$ cat config.mk
export PLATFORM = sky130hd
export DESIGN_NAME = stopwatch_ctrl
export DESIGN_NICKNAME = d
export VERILOG_FILES = /design/src/rtl/stopwatch_pkg.sv /design/src/rtl/key_conditioner.sv /design/src/rtl/stopwatch_ctrl.sv
export SDC_FILE = /design/constraint.sdc
export NUM_CORES = 1
export LEC_CHECK = 0
export CORE_MARGIN = 2
export CORE_UTILIZATION = 44
export CTS_CLUSTER_SIZE = 14
export DETAILED_ROUTE_END_ITERATION = 16
export PLACE_DENSITY = 0.7
export SLEW_MARGIN = 15
export SYNTH_ARGS = -nofsm -noshare
export SYNTH_HDL_FRONTEND = slang
export SYNTH_SLANG_ARGS = --single-unit
$ cat constraint.sdc
create_clock -name clk -period 2 [get_ports clk]
set_input_delay 0.3 -clock clk [delete_from_list [all_inputs] [get_ports clk]]
set_output_delay 0.3 -clock clk [all_outputs]
set_load 0.02 [all_outputs]
$ cat src/rtl/stopwatch_pkg.sv
// Shared definitions for the stopwatch sequencing controller.
// Holds the 3-bit state encoding, the key idle level and the short debounce
// length used when simulating (the board build uses the full 10 ms value).
package stopwatch_pkg;

  typedef enum logic [2:0] {
    StIdle    = 3'd0,
    StRun     = 3'd1,
    StStop    = 3'd2,
    StLapRun  = 3'd3,
    StLapStop = 3'd4
  } sw_state_e;

  // Debounce length for simulation builds.
  localparam int unsigned SimDebounceCycles = 4;

  // Raw keys are active-low, so the released level is high.
  localparam logic KeyReleased = 1'b1;

  function automatic logic state_is_running(sw_state_e s);
    return (s == StRun) || (s == StLapRun);
  endfunction

  function automatic logic state_is_lap(sw_state_e s);
    return (s == StLapRun) || (s == StLapStop);
  endfunction

endpackage

$ cat src/rtl/key_conditioner.sv
// Conditions one raw active-low pushbutton.
// 2-FF synchroniser, then a level is accepted once DEBOUNCE_CYCLES consecutive
// identical synchronised samples have been seen. An accepted high-to-low
// transition gives one 1-cycle press pulse, DEBOUNCE_CYCLES+3 clocks after a
// stable low edge. A press is only honoured after a release has been accepted,
// so a key held through reset stays ignored until released and pressed again.
// Ports:
//   clk_i   system clock
//   rst_ni  asynchronous active-low reset (conditioner returns to released)
//   key_ni  raw asynchronous key, active-low
//   press_o one-cycle press pulse
module key_conditioner
  import stopwatch_pkg::*;
#(
  parameter int unsigned DEBOUNCE_CYCLES = 500000,
  parameter int unsigned CNT_W           = 19
) (
  input  logic clk_i,
  input  logic rst_ni,
  input  logic key_ni,
  output logic press_o
);

  localparam logic [CNT_W-1:0] RunMax = CNT_W'(DEBOUNCE_CYCLES - 1);

  logic             sync1_q, sync2_q;
  logic             last_q;
  logic [CNT_W-1:0] run_q, run_d;
  logic             stable_q, stable_d;
  logic             stable_prev_q;
  logic             armed_q, armed_d;
  logic             press_q, press_d;
  logic             same;
  logic             accept;

  // run_q is the length of the identical-sample run ending at last_q;
  // zero right after reset means no sample has been seen yet.
  always_comb begin
    same     = (sync2_q == last_q) && (run_q != '0);
    accept   = same && (run_q >= RunMax);
    run_d    = run_q;
    stable_d = stable_q;
    armed_d  = armed_q;
    if (!same) begin
      run_d = CNT_W'(1);
    end else if (run_q != RunMax) begin
      run_d = run_q + CNT_W'(1);
    end
    if (accept) begin
      stable_d = sync2_q;
      if (sync2_q) begin
        armed_d = 1'b1;
      end
    end
    press_d = stable_prev_q & ~stable_q & armed_q;
  end

  always_ff @(posedge clk_i or negedge rst_ni) begin
    if (!rst_ni) begin
      sync1_q       <= KeyReleased;
      sync2_q       <= KeyReleased;
      last_q        <= KeyReleased;
      run_q         <= '0;
      stable_q      <= KeyReleased;
      stable_prev_q <= KeyReleased;
      armed_q       <= 1'b0;
      press_q       <= 1'b0;
    end else begin
      sync1_q       <= key_ni;
      sync2_q       <= sync1_q;
      last_q        <= sync2_q;
      run_q         <= run_d;
      stable_q      <= stable_d;
      stable_prev_q <= stable_q;
      armed_q       <= armed_d;
      press_q       <= press_d;
    end
  end

  assign press_o = press_q;

endmodule

$ cat src/rtl/stopwatch_ctrl.sv
// Sequencing controller for the 4-digit BCD stopwatch.
// Conditions the start/lap/clear keys and runs the IDLE/RUN/STOP/LAP_RUN/
// LAP_STOP machine. Gates the divider tick into a registered count enable,
// issues clear and lap-capture pulses, and stops at 9999 with a sticky ovf.
// Ports:
//   clk         system clock
//   RST         asynchronous active-low reset
//   tick        one-cycle count strobe from the divider
//   key_*_n     raw active-low start/lap/clear keys
//   at_max      counter chain reads 9999
//   cnt_en      one-cycle increment enable to digit 0
//   cnt_clr     one-cycle synchronous clear to all digits
//   lap_load    one-cycle lap-register capture strobe
//   show_lap    display the lap register instead of the live count
//   running     counter advancing (RUN or LAP_RUN)
//   ovf         sticky overflow flag
module stopwatch_ctrl
  import stopwatch_pkg::*;
#(
  parameter int unsigned DEBOUNCE_CYCLES = 500000,
  parameter int unsigned CNT_W           = 19
) (
  input  logic clk,
  input  logic RST,
  input  logic tick,
  input  logic key_start_n,
  input  logic key_lap_n,
  input  logic key_clr_n,
  input  logic at_max,
  output logic cnt_en,
  output logic cnt_clr,
  output logic lap_load,
  output logic show_lap,
  output logic running,
  output logic ovf
);

  logic start_p, lap_p, clr_p;

  key_conditioner #(
    .DEBOUNCE_CYCLES(DEBOUNCE_CYCLES),
    .CNT_W          (CNT_W)
  ) u_key_start (
    .clk_i  (clk),
    .rst_ni (RST),
    .key_ni (key_start_n),
    .press_o(start_p)
  );

  key_conditioner #(
    .DEBOUNCE_CYCLES(DEBOUNCE_CYCLES),
    .CNT_W          (CNT_W)
  ) u_key_lap (
    .clk_i  (clk),
    .rst_ni (RST),
    .key_ni (key_lap_n),
    .press_o(lap_p)
  );

  key_conditioner #(
    .DEBOUNCE_CYCLES(DEBOUNCE_CYCLES),
    .CNT_W          (CNT_W)
  ) u_key_clr (
    .clk_i  (clk),
    .rst_ni (RST),
    .key_ni (key_clr_n),
    .press_o(clr_p)
  );

  sw_state_e state_q, state_d;
  logic      ovf_q, ovf_d;
  logic      cnt_en_q, cnt_en_d;
  logic      cnt_clr_q, cnt_clr_d;
  logic      lap_load_q, lap_load_d;

  // Presses are examined in clr > start > lap order, and a press the current
  // state ignores does not block a lower-priority one. An overflowing tick
  // takes precedence over any press in the running states.
  always_comb begin
    state_d    = state_q;
    ovf_d      = ovf_q;
    cnt_en_d   = 1'b0;
    cnt_clr_d  = 1'b0;
    lap_load_d = 1'b0;
    unique case (state_q)
      StIdle: begin
        if (clr_p) begin
          cnt_clr_d = 1'b1;
          ovf_d     = 1'b0;
        end else if (start_p) begin
          state_d = StRun;
        end
      end
      StRun: begin
        if (tick && at_max) begin
          state_d = StStop;
          ovf_d   = 1'b1;
        end else begin
          cnt_en_d = tick;
          if (start_p) begin
            state_d = StStop;
          end else if (lap_p) begin
            state_d    = StLapRun;
            lap_load_d = 1'b1;
          end
        end
      end
      StStop: begin
        if (clr_p) begin
          state_d   = StIdle;
          cnt_clr_d = 1'b1;
          ovf_d     = 1'b0;
        end else if (start_p && !ovf_q) begin
          state_d = StRun;
        end
      end
      StLapRun: begin
        if (tick && at_max) begin
          state_d = StLapStop;
          ovf_d   = 1'b1;
        end else begin
          cnt_en_d = tick;
          if (start_p) begin
            state_d = StLapStop;
          end else if (lap_p) begin
            state_d = StRun;
          end
        end
      end
      StLapStop: begin
        if (clr_p) begin
          state_d   = StIdle;
          cnt_clr_d = 1'b1;
          ovf_d     = 1'b0;
        end else if (start_p && !ovf_q) begin
          state_d = StLapRun;
        end else if (lap_p) begin
          state_d = StStop;
        end
      end
      default: begin
        state_d = StIdle;
      end
    endcase
  end

  always_ff @(posedge clk or negedge RST) begin
    if (!RST) begin
      state_q    <= StIdle;
      ovf_q      <= 1'b0;
      cnt_en_q   <= 1'b0;
      cnt_clr_q  <= 1'b0;
      lap_load_q <= 1'b0;
    end else begin
      state_q    <= state_d;
      ovf_q      <= ovf_d;
      cnt_en_q   <= cnt_en_d;
      cnt_clr_q  <= cnt_clr_d;
      lap_load_q <= lap_load_d;
    end
  end

  assign cnt_en   = cnt_en_q;
  assign cnt_clr  = cnt_clr_q;
  assign lap_load = lap_load_q;
  assign ovf      = ovf_q;
  assign running  = state_is_running(state_q);
  assign show_lap = state_is_lap(state_q);

endmodule
# Yosys cells after proc, flatten, opt, wreduce, memory -nomap -nowiden
# Index checks and enable logic that the tools add are counted.
# totals
word_cells	119
regBits	85
input_bits	7
# classes
n_eq_ne	21
n_reduce_logical	23
bitwise_logic	9
magnitude_cmp	3
addsub	3
n_mux	31
# op_table
operator	n
$mux 19	6
$add 19x1->19 const B	3
$ge 19x19->1 const B	3
$ne 19x19->1 const B	3
$reduce_bool 19->1	3
$mux 3	13
$pmux 3 s5	1
$ne 4x2->1 const B	3
$mux 1	10
$logic_and 1x1->1	8
$ne 2x2->1 const B	4
$and 1x1->1	6
$eq 3x2->1 const B	2
$ne 2x1->1 const B	3
$reduce_and 2->1	3
$reduce_and 6->1	1
$eq 1x1->1	3
$eq 3x1->1 const B	1
$eq 3x3->1 const B	1
$logic_not 3->1	1
$ne 3x2->1 const B	1
$not 1->1	3
$reduce_and 3->1	1
$reduce_or 3->1	1
other kinds (5)	6

# Depth between registers and ports, before layout
# depth
word_depth	5
mapped_depth	8

# By module
# Synthesis repeated with hierarchy kept, for this count alone.
# unflattened
cells_unflattened	432
area_unflattened_um2	4354.2
# by_module_without_submodules
module	cells_each	area_per_inst_um2	seq_area_each_um2	instances
key_conditioner	128	1302.5	656.9	3
stopwatch_ctrl	48	446.7	175.2	1

# Least setup slack after synthesis
# OpenSTA, ideal clock, no wires.
# synth_path
path_kind	register to register
start	reg u_key_lap.run_q[1]
end	reg u_key_lap.stable_q
t_arrival_ns	1.692
t_required_ns	1.918
setup_slack_ns	0.225
path_stages_with_launch	7
synth_period_minus_slack_ns	1.775
cell_sequence	dfrtp_1 -> ha_1 -> and4_1 -> nand4_2 -> a21o_1 -> a21oi_1 -> mux2_2
# synth_via
elab_chain_len	3
elab_cells_between_ends	4
classes_between	order compare: 1; reduce/logical: 3
# synth_rtl
element	line	text
start, declared	key_conditioner.sv:28	logic [CNT_W-1:0] run_q, run_d;
start signal, assigned	key_conditioner.sv:72	run_q <= run_d;
parallel branches: the longest is 2 deep, another holds $ge 19x19->1	n/a	
$logic_and 1x1->1 (*)	key_conditioner.sv:40	accept = same && (run_q >= RunMax);
end signal, assigned	key_conditioner.sv:64	stable_q <= KeyReleased;
end signal, assigned	key_conditioner.sv:73	stable_q <= stable_d;
end, declared	key_conditioner.sv:29	logic stable_q, stable_d;
# Mark *: on every way between the ends.
# A chain may end at the register's enable or synchronous reset.

# Worst setup path in the final report
# layout_path
start	reg u_key_start.run_q[0]
end	reg u_key_start.stable_q
# layout_via
elab_chain_len	3
elab_cells_between_ends	4
classes_between	order compare: 1; reduce/logical: 3
# layout_rtl
element	line
start, declared	key_conditioner.sv:28
start signal, assigned	key_conditioner.sv:72
parallel branches: the longest is 2 deep, another holds $ge 19x19->1	n/a
$logic_and 1x1->1 (*)	key_conditioner.sv:40
end signal, assigned	key_conditioner.sv:64
end signal, assigned	key_conditioner.sv:73
end, declared	key_conditioner.sv:29
# Marked as above.

==> run_results.csv <==
group,metric,value,unit
critical_path,critical_path.startpoint_type,"register",
detailed_routing,number_of_nets_still_failing_antenna_checks_after_routing,0,
sta,clock.fmax,527,MHz
global_route,pin_count_of_the_biggest_net_entering_global_routing,39,
cts,ctsLongestPathBuffers,2,
power_and_ir_drop,totalPowerFinal,3900,uW
logic_synthesis,syn-mean-instance-area,9.80,um2
layout,post-route-cell-area,4840,um2
logic_synthesis,yosys.area_share.simple,24.3,%
placement,place_congestion,0.823,
cts,clock_sink_count,85,
logic_synthesis,seq_area_frac_synth,51.1,%
detailed_routing,via_count,3061,
sta,final.setup.tns,0,ps
critical_path,worst_r2r_startpoint,"u_key_start.run_q[0]",
die,io_pins,13,
logic_synthesis,synth-compound-area-share,8.62,%
worst_hold_path,hold_path_depth,1,
logic_synthesis,ys_async_sr_fraction,100,%
status,status,"complete, no violations",
detailed_routing,vias_per_cell,5.17,
logic_synthesis,synthMostInstantiatedCell,"nor2_1",
logic_synthesis,postSynth.topFlopCell,"dfrtp_1",
layout,layout-area-overhead-vs-synth,15.4,%
critical_path,r2r_end,"u_key_start.stable_q",
cts,cts-htree-levels,3,
global_route,first_global_vias,2951,
power_and_ir_drop,vdd.ir_drop.worst,0.434,mV
global_route,overflow,0,
critical_path,reg2regPathDepth,6,
worst_hold_path,holdPathEnd,"u_key_clr.sync1_q",
power_and_ir_drop,p_int,2870,uW
die,chipHeight,102,um
die,floorplan.die_area,10300,um2
logic_synthesis,synth_largest_area_cell,"dfrtp_1",
logic_synthesis,synthXorXnorAreaFrac,10.2,%
detailed_routing,routed-wl-met3,200,um
sta,final_min_period_over_clock_period,94.9,%
sta,timing_worst_slew_pin_value,560,ps
detailed_routing,drc_errors,0,
placement,post_dp_cell_area,4540,um2
cts,tritoncts_clock_tree,"yes",
flow_run,drv.max_cap_violation_count,0,
cts,cts.root.buffer_cell,"clkbuf_8",
detailed_routing,drt_first_iter_violations,154,
power_and_ir_drop,power.density_cell_area,805,nW/um2
logic_synthesis,postSynthRegisterBits,85,
logic_synthesis,synth_nets,441,
critical_path,r2r_setup_slack,100,ps
cts,clk_transition_reported_paths,80,ps
detailed_routing,routedLengthMet1,3.84,mm
power_and_ir_drop,part_of_the_power_in_the_clock_network,36.7,%
power_and_ir_drop,share_comb_of_total_power,13.9,%
sta,hold-worst-slack,349,ps
placement,place_hpwl,5.34,mm
critical_path,worst-setup-path-type,"register to register",
critical_path,critical_path_required,2270,ps
detailed_routing,routed_wirelength,7.82,mm
power_and_ir_drop,sequentialPowerShare,49.4,%
logic_synthesis,ys_top_cells_by_area,"dfrtp_1 42%, dfstp_2 9.4%, xor2_1 7.1%",
sta,final-max-slew-violation-count,0,
detailed_routing,wl_met2,3.60,mm
critical_path,crit_path_max_fanout,5,
logic_synthesis,main_combinational_cell_family_by_area_after_synthesis,"simple AND/OR/NAND/NOR gates",
worst_hold_path,min_path_type,"input port to register",
sta,worst_clock_skew,13.3,ps
layout,final.fill_count,828,
layout,post_route_cells_drive_above_1_share,14.5,%
logic_synthesis,post_synth_inst_count,428,
global_route,grt_antenna_before_repair,0,
critical_path,worst-endpoint-arrival,2170,ps
die,fp.dieW,102,um
logic_synthesis,synth.yosys.warnings,0,
sta,grt_setup_unrepaired,"true",
worst_hold_path,hp-start,"key_clr_n",
logic_synthesis,synth_edf_count,0,
placement,port_buffers,12,
logic_synthesis,synth_top_cell_area_share,41.8,%
global_route,global_route.usage.total,16.6,%
sta,slew-limit-headroom,62.3,%
power_and_ir_drop,netSwitchingPower,1030,uW
detailed_routing,top_signal_layer_used,"met4",
layout,num-nets-final,471,
die,fp.coreArea,9240,um2
power_and_ir_drop,p_leak,0.00207,uW
global_route,global_route_wire_length_before_repair,13.6,mm
sta,finalSetupViolations,0,
power_and_ir_drop,power.switching_fraction,26.4,%
logic_synthesis,post_synth_num_cell_types,47,
cts,number_of_cts_inserted_buffers,9,
die,initial_core_util,45.4,%
logic_synthesis,cell_types_with_the_highest_counts_after_synthesis,"71 x nor2_1, 70 x dfrtp_1, 45 x nand2_1",
critical_path,critPathCaptureType,"register",
logic_synthesis,area_share_of_fa_ha_maj_cells_after_synthesis,1.79,%
logic_synthesis,yosys-mux-area-fraction,1.55,%
detailed_routing,wl_per_cell,13.2,um
die,row_count,35,
layout,number_of_diodes,0,
cts,latest_clock_arrival_within_the_worst_skew_pair,360,ps
sta,final_hold_viol_count,0,
sta,finalCriticalPeriod,1900,ps
detailed_routing,detail_route.first_pass.iterations,4,
logic_synthesis,mappedNetlistArea,4200,um2
==> metal layers <==
metal / up-vias / track usage, %
met5: - / 0
met4: 0 / 7.69
met3: 15 / 2.76
met2: 42 / 25.5
met1: 1456 / 23.1
li1: 1548 / -
==> logic make-up after synthesis <==
group | after synthesis
AOI/OAI and AO/OA | 57
xor gates and xnor gates | 49
adders and majority gates | 6
buffers and inverters | 22
DFF | 85
muxes | 6
and+or+nand+nor | 203
==> per-stage QoR <==
step | setup slack (ps) | util [%] | instances
6_report | 102 | 52.4 | 592
5_1_grt | -14.2 | 52.4 | 592
4_1_cts | 3.80 | 51.9 | 590
3_5_place_dp | 29.0 | 49.1 | 573
3_3_place_gp | 147 | 49.1 | 573
2_1_floorplan | 225 | - | 428
==> layout make-up <==
class / count / area (um2) / share of cell area (%)
Inverter: 11 / 41.3 / 0.852
Sequential cell: 85 / 2150 / 44.4
Multi-Input combinational cell: 321 / 1990 / 41.1
Clock buffer: 12 / 135 / 2.79
Tap cell: 129 / 161 / 3.33
Timing Repair Buffer: 30 / 269 / 5.55
Clock inverter: 4 / 97.6 / 2.01
==> what timing repair did <==
item	4_1_cts	5_1_grt
gates resized for setup	5	9
setup endpoints to repair	2	10
hold buffers	1	0
pin swaps	0	1
setup buffers	0	2
hold endpoints to repair	35	0
==> flip-flops by register name, indices dropped and copies added (netlist names), 3 cells and up <==
signal             count
u_key_start.run_q     19
u_key_clr.run_q       19
u_key_lap.run_q       19
state_q                3
==> layout by cell type, fill, tap and decap left out, types with 5 or more instances in the layout <==
| master | netlist | routed |
|---|---|---|
| a21o_1 | 6 | 6 |
| a21oi_1 | 12 | 11 |
| and4_1 | 10 | 9 |
| buf_4 | 0 | 17 |
| clkbuf_8 | 0 | 9 |
| clkdlybuf4s50_1 | 0 | 9 |
| dfrtp_1 | 70 | 68 |
| dfstp_2 | 15 | 15 |
| ha_1 | 6 | 5 |
| inv_1 | 11 | 11 |
| nand2_1 | 45 | 45 |
| nand3_1 | 13 | 13 |
| nand4_1 | 17 | 17 |
| nor2_1 | 71 | 71 |
| nor3_1 | 9 | 7 |
| o2111ai_1 | 6 | 6 |
| o21ai_0 | 19 | 17 |
| or3_1 | 6 | 6 |
| xnor2_1 | 15 | 15 |
| xor2_1 | 34 | 34 |
==> power by group through the flow <==
stage / Sequential [uW] / Combinational [uW] / Clock [uW]
finish: 1930 / 543 / 1430
CTS: 1920 / 541 / 1460
floorplan: 1930 / 356 / 0
detailed placement: 1950 / 532 / 0
global placement: 1950 / 521 / 0
global route: 1940 / 630 / 1540
==> worst max path at each step <==
stage                    startpoint              endpoint  slack (ps)  cells past startpoint
2_1_floorplan    u_key_lap.run_q[1]    u_key_lap.stable_q         230                      6
3_3_place_gp   u_key_start.run_q[0]  u_key_start.stable_q         150                      6
3_5_place_dp   u_key_start.run_q[0]  u_key_start.stable_q          30                      6
4_1_cts        u_key_start.run_q[0]  u_key_start.stable_q           4                      6
5_1_grt        u_key_start.run_q[0]  u_key_start.stable_q         -10                      6
6_report       u_key_start.run_q[0]  u_key_start.stable_q         100                      6
==> worst max-delay path, stage by stage, from the launching register on <==
cell	delay [ps]
dfrtp_1	430
ha_2	210
and4_2	250
nand4_1	200
a21o_1	220
a21oi_2	160
mux2_1	360
No activity file was read; power rests on OpenSTA's default activity.
